--- src/rtl/top_chip_intr_ctrl.sv ---
// -----------------------------------------------------------------------------
// top_chip_intr_ctrl
//
// Interrupt controller for the Sunburst system. Each level interrupt line goes
// through its own gateway (IDLE -> PENDING -> CLAIMED -> IDLE). Pending sources
// that are enabled and whose priority is strictly above the threshold compete.
// The highest priority wins, and ties go to the lowest index. The winner is
// registered onto irq_o / irq_id_o, and the CPU releases it through a
// claim/complete handshake.
//
// Source vector layout: {uart, spi_host, i2c, aon_timer}. aon_timer is bits 1:0.
//
// Optional build macro: TOP_CHIP_INTR_CTRL_SRC_SYNC_EN
//   defined   : each intr_src_i bit passes through a 2-flop synchronizer
//               (+2 cycles source-to-gateway latency).
//   undefined : intr_src_i is sampled directly and must already be synchronous
//               to clk_i.
//
// Ports
//   clk_i          system clock
//   rst_i          synchronous active-high reset
//   intr_src_i     level interrupt lines, bit i = source i
//   cfg_we_i       config write strobe (indexes >= NumSrc are ignored)
//   cfg_idx_i      source index for the config write
//   cfg_en_i       enable value to write
//   cfg_prio_i     priority value to write
//   threshold_i    global threshold; a source must have prio > threshold
//   irq_o          registered interrupt request to the CPU
//   irq_id_o       registered winning source index; holds its value while irq_o=0
//   claim_i        CPU claims the source shown on irq_id_o (only when irq_o=1)
//   complete_i     CPU signals that the handler is done
//   complete_id_i  source being completed (only acts on a CLAIMED source)
// -----------------------------------------------------------------------------
module top_chip_intr_ctrl #(
  parameter int NumSrc    = 28,
  parameter int PrioWidth = 2,
  parameter int IdWidth   = $clog2(NumSrc)
) (
  input  logic                 clk_i,
  input  logic                 rst_i,
  input  logic [NumSrc-1:0]    intr_src_i,
  input  logic                 cfg_we_i,
  input  logic [IdWidth-1:0]   cfg_idx_i,
  input  logic                 cfg_en_i,
  input  logic [PrioWidth-1:0] cfg_prio_i,
  input  logic [PrioWidth-1:0] threshold_i,
  output logic                 irq_o,
  output logic [IdWidth-1:0]   irq_id_o,
  input  logic                 claim_i,
  input  logic                 complete_i,
  input  logic [IdWidth-1:0]   complete_id_i
);

  typedef enum logic [1:0] {
    GW_IDLE    = 2'd0,
    GW_PENDING = 2'd1,
    GW_CLAIMED = 2'd2
  } gw_state_e;

  // Source lines as seen by the gateways.
  logic [NumSrc-1:0] src_gw;

`ifdef TOP_CHIP_INTR_CTRL_SRC_SYNC_EN
  logic [NumSrc-1:0] src_meta_reg;
  logic [NumSrc-1:0] src_sync_reg;

  always_ff @(posedge clk_i) begin
    if (rst_i) begin
      src_meta_reg <= '0;
      src_sync_reg <= '0;
    end else begin
      src_meta_reg <= intr_src_i;
      src_sync_reg <= src_meta_reg;
    end
  end

  assign src_gw = src_sync_reg;
`else
  assign src_gw = intr_src_i;
`endif

  logic                        irq_reg;
  logic [IdWidth-1:0]          irq_id_reg;
  logic [NumSrc-1:0]           elig;
  logic [NumSrc*PrioWidth-1:0] prio_vec;

  // ---------------------------------------------------------------------------
  // Per-source configuration registers and gateway FSM
  // ---------------------------------------------------------------------------
  genvar gi;
  generate
    for (gi = 0; gi < NumSrc; gi++) begin : g_src
      logic                 en_reg;
      logic [PrioWidth-1:0] prio_reg;
      gw_state_e            state_reg;
      gw_state_e            state_next;
      logic                 cfg_hit;
      logic                 claim_hit;
      logic                 complete_hit;

      // An out-of-range cfg_idx_i or complete_id_i never matches any gi.
      assign cfg_hit      = cfg_we_i && (cfg_idx_i == IdWidth'(gi));
      // A claim acts on the registered outputs, so a source disabled in the
      // same cycle can still be claimed.
      assign claim_hit    = claim_i && irq_reg && (irq_id_reg == IdWidth'(gi));
      assign complete_hit = complete_i && (complete_id_i == IdWidth'(gi));

      always_ff @(posedge clk_i) begin
        if (rst_i) begin
          en_reg    <= 1'b0;
          prio_reg  <= '0;
          state_reg <= GW_IDLE;
        end else begin
          if (cfg_hit) begin
            en_reg   <= cfg_en_i;
            prio_reg <= cfg_prio_i;
          end
          state_reg <= state_next;
        end
      end

      // The line is only looked at in IDLE. While PENDING it is already latched,
      // and while CLAIMED it is masked until the CPU completes.
      always_comb begin
        state_next = state_reg;
        case (state_reg)
          GW_IDLE:    if (src_gw[gi])  state_next = GW_PENDING;
          GW_PENDING: if (claim_hit)   state_next = GW_CLAIMED;
          GW_CLAIMED: if (complete_hit) state_next = GW_IDLE;
          default:    state_next = GW_IDLE;
        endcase
      end

      // Mask the source being claimed this cycle. The output register updated
      // on the claim edge then already shows the next winner rather than the
      // source that was just taken.
      assign elig[gi] = (state_reg == GW_PENDING) && en_reg &&
                        (prio_reg > threshold_i) && !claim_hit;
      assign prio_vec[gi*PrioWidth +: PrioWidth] = prio_reg;
    end
  endgenerate

  // ---------------------------------------------------------------------------
  // Arbitration: highest priority wins. Strict '>' in an ascending scan keeps
  // the lowest index on ties.
  // ---------------------------------------------------------------------------
  logic                 arb_any;
  logic [IdWidth-1:0]   arb_id;
  logic [PrioWidth-1:0] arb_prio;

  always_comb begin
    arb_any  = 1'b0;
    arb_id   = '0;
    arb_prio = '0;
    for (int i = 0; i < NumSrc; i++) begin
      if (elig[i] && (!arb_any || (prio_vec[i*PrioWidth +: PrioWidth] > arb_prio))) begin
        arb_any  = 1'b1;
        arb_id   = IdWidth'(i);
        arb_prio = prio_vec[i*PrioWidth +: PrioWidth];
      end
    end
  end

  always_ff @(posedge clk_i) begin
    if (rst_i) begin
      irq_reg    <= 1'b0;
      irq_id_reg <= '0;
    end else begin
      irq_reg <= arb_any;
      if (arb_any) begin
        irq_id_reg <= arb_id;
      end
    end
  end

  assign irq_o    = irq_reg;
  assign irq_id_o = irq_id_reg;

endmodule

--- config.mk ---
export PLATFORM = sky130hd
export DESIGN_NAME = top_chip_intr_ctrl
export DESIGN_NICKNAME = d
export VERILOG_FILES = /design/src/rtl/top_chip_intr_ctrl.sv
export SDC_FILE = /design/constraint.sdc
export NUM_CORES = 1
export LEC_CHECK = 0
export ABC_AREA = 1
export BUFFER_PORTS_ARGS = -buffer_cell sky130_fd_sc_hd__buf_2
export CORE_UTILIZATION = 40
export CTS_CLUSTER_DIAMETER = 120
export DETAILED_ROUTE_END_ITERATION = 16
export GPL_ROUTABILITY_DRIVEN = 0
export PLACE_DENSITY = 0.65
export SLEW_MARGIN = 0
export SYNTH_ARGS = -nofsm -noshare
export SYNTH_HDL_FRONTEND = slang
export SYNTH_SLANG_ARGS = --single-unit
--- constraint.sdc ---
create_clock -name clk_i -period 30 [get_ports clk_i]
set_input_delay 6 -clock clk_i [delete_from_list [all_inputs] [get_ports clk_i]]
set_output_delay 6 -clock clk_i [all_outputs]
set_load 0.01 [all_outputs]
==> flow_summary.json <==
{
  "max_freq_mhz": 33.1,
  "yosys.cell_count.top_type": "nand2_1",
  "slowest_delay_ns": 0.31,
  "initial_core_util": 0.407,
  "portBuffers": 53,
  "path_delay_family": "simple AND/OR/NAND/NOR gates",
  "ys_async_sr_fraction": 0,
  "maxCapViolCount": 0,
  "ys_top_cells_by_count": "nand2_1, nor2_1, inv_1",
  "die_h_um": 159,
  "drc_errors": 0,
  "hold_depth": 2,
  "grt_pass1_wl_mm": 49.2,
  "cp-start-kind": "input pin",
  "place_ws_ns": -0.926,
  "p_leak_nw": 5.60,
  "ant_nets": 0,
  "syn_area_mm2": 0.00990,
  "vias": 10500,
  "yosysSeqAreaShare": 0.295,
  "r2r_cells": 201,
  "synth_area_per_cell_um2": 6.59,
  "drtIter0Drc": 880,
  "switchingPower_mw": 0.143,
  "combPwrFrac": 0.121,
  "post-route-min-period_ns": 30.17,
  "place_area_mm2": 0.0113,
  "core_area_mm2": 0.0243,
  "ff2ff_setup_slack_ns": 5.21,
  "fillCellCount": 2269,
  "relSlewSlack": 0.141,
  "setup_ws_ns": -0.174,
  "drive_above_1_share": 0.279,
  "cts_tree": "done",
  "clkTransAtPathRegs_ns": 0.07,
  "synthToLayoutAreaGrowth_pct": 32.1,
  "num_rows": 57,
  "synth_cell_types": 37,
  "cp.required_ns": 30.34,
  "cts_root_buffer": "clkbuf_16",
  "gr-usage-all-layers": 0.248,
  "setup_violations": 4,
  "cp.arrival_ns": 30.51,
  "routed_wl_mm": 32.3,
  "p_int_mw": 0.355,
  "violations": "setup timing",
  "clock_latency_ns": 0.43,
  "cp_common_cell": "nand2_2",
  "utilization": 0.538,
  "synth_top_flop_cell": "dfxtp_1",
  "grt_pass1_vias": 9569,
  "p_sw_frac": 0.287,
  "finClkSkew_ns": 0.00690,
  "finalHoldViolations": 0,
  "fin_crit_sh": 1.01,
  "worst_path_max_delay_cell": "ha_4",
  "antenna_found_initial": 0,
  "synthCells": 1502,
  "status": "finished with violations",
  "crit_cells": 204,
  "clk_path_buf_depth": 2,
  "diodes": 0,
  "synth_edf_count": 0,
  "fp.dieW_um": 159,
  "grt-ovfl-total": 0,
  "dieArea_mm2": 0.0254,
  "hold_ws_ns": 0.460,
  "vdd_drop_max_mv": 0.0293,
  "critPathMaxFanout": 5,
  "rsz0062_at_grt": "true",
  "pwr-share-seq": 0.414,
  "cts_made_buffers": 17,
  "worst_slew_pin_slew_ns": 1.26,
  "synth_fp_nets": 1641,
  "hp-class": "flip-flop to flip-flop",
  "place_hpwl_mm": 22.5,
  "drv_slew": 0,
  "grt_max_degree": 65,
  "nNetsFinal": 1820,
  "yosys_warnings": 0,
  "cp-end-kind": "flip-flop",
  "synth_seq_cells": 146,
  "ys_top_cells_by_area": "dfxtp_1, ha_1, nand2_1, a21oi_1, nor2_1",
  "via_per_inst": 5.22,
  "wire_per_inst_um": 16.0,
  "crit_type": "input pin to flip-flop",
  "critPathBufInv": 29,
  "cts.sinks": 146,
  "ios": 54,
  "yosysTopAreaCellShare": 0.295,
  "clockPowerShare": 0.465,
  "cts-htree-levels": 4,
  "power_density_mw_per_mm2": 38.0,
  "firstDrtPassIters": 5,
  "yosysTopAreaCell": "dfxtp_1",
  "p_total_mw": 0.497,
  "final_area_mm2": 0.0131
}
==> cell families after synthesis <==
| kind of cell | after synthesis | synth area share |
|---|---|---|
| compound gates | 325 | 0.175 |
| fa+ha+maj | 91 | 0.115 |
| buf+inv | 231 | 0.0890 |
| flops | 146 | 0.295 |
| simple gates | 709 | 0.326 |
==> layout make-up <==
| type | count | area (um2) | area share |
|---|---|---|---|
| tap | 324 | 405 | 0.0310 |
| multi-input combinational | 1125 | 7060 | 0.540 |
| inverter | 199 | 751 | 0.0574 |
| sequential | 146 | 2920 | 0.223 |
| timing repair buffer | 192 | 1320 | 0.101 |
| clock inverter | 15 | 199 | 0.0152 |
| clock buffer | 17 | 425 | 0.0325 |
==> stage by stage <==
stage / TNS [ns] / std cells
3_5_place_dp: -4.08 / 1935
5_1_grt: -8.63 / 2018
4_1_cts: -0.0249 / 1987
3_3_place_gp: -0.489 / 1935
6_report: -0.500 / 2018
2_1_floorplan: 0 / 1502
==> routing by layer <==
| layer | up-vias | wire [um] | track usage |
|---|---|---|---|
| met5 | - | 0 | 0 |
| met4 | 0 | 846 | 0.0739 |
| met3 | 63 | 2000 | 0.0490 |
| met2 | 308 | 15000 | 0.411 |
| met1 | 4843 | 14500 | 0.324 |
| li1 | 5312 | - | - |
==> layout by cell type (no fill, tap or decap), types with 3 or more instances in the layout <==
master / Yosys / layout
nor2_2: 4 / 11
nor3_1: 17 / 9
nand3_2: 20 / 29
clkbuf_16: 0 / 17
buf_2: 2 / 52
inv_2: 7 / 19
a21oi_1: 155 / 155
ha_1: 91 / 68
clkinvlp_4: 0 / 4
buf_4: 1 / 138
o31ai_4: 0 / 4
and2_4: 0 / 3
bufinv_16: 0 / 3
ha_4: 0 / 23
nand4_1: 7 / 7
nand2_1: 284 / 251
o21ai_2: 2 / 26
o21ai_1: 7 / 18
nand3_1: 108 / 97
dfxtp_1: 146 / 146
or2_4: 0 / 4
nor3_2: 1 / 8
nand2_4: 10 / 29
nor2_4: 2 / 5
a2111oi_0: 7 / 7
nand2_2: 51 / 65
inv_6: 0 / 4
o21ai_4: 0 / 15
nor2_1: 193 / 183
inv_8: 0 / 3
o21ai_0: 127 / 77
inv_1: 192 / 179
o211ai_1: 10 / 10
==> worst min-delay path: stages, from the launching register on <==
cell	delay [ns]
dfxtp_1	0.29
inv_1	0.06
a21oi_1	0.06
==> power groups by stage <==
| stage | clock network [mW] | registers, mW | logic, mW |
|---|---|---|---|
| floorplan | 0 | 0.209 | 0.0378 |
| global placement | 0 | 0.210 | 0.0552 |
| detailed placement | 0 | 0.210 | 0.0566 |
| CTS | 0.235 | 0.206 | 0.0575 |
| global route | 0.241 | 0.207 | 0.0675 |
| finish | 0.231 | 0.206 | 0.0601 |
==> final timing paths <==
check | start | to
max reg2reg | irq_id_o[0] | irq_id_o[4]
min | g_src[21].en_reg | g_src[21].en_reg
max | threshold_i[1] | irq_id_o[4]
min reg2reg | g_src[21].en_reg | g_src[21].en_reg
==> what timing repair did <==
action | CTS | global route
pin swaps | 34 | 119
hold buffers | 0 | 0
resized for setup | 33 | 107
setup endpoints to repair | 5 | 5
setup buffers | 20 | 32
Note: power is estimated with default switching activity, not from simulation.
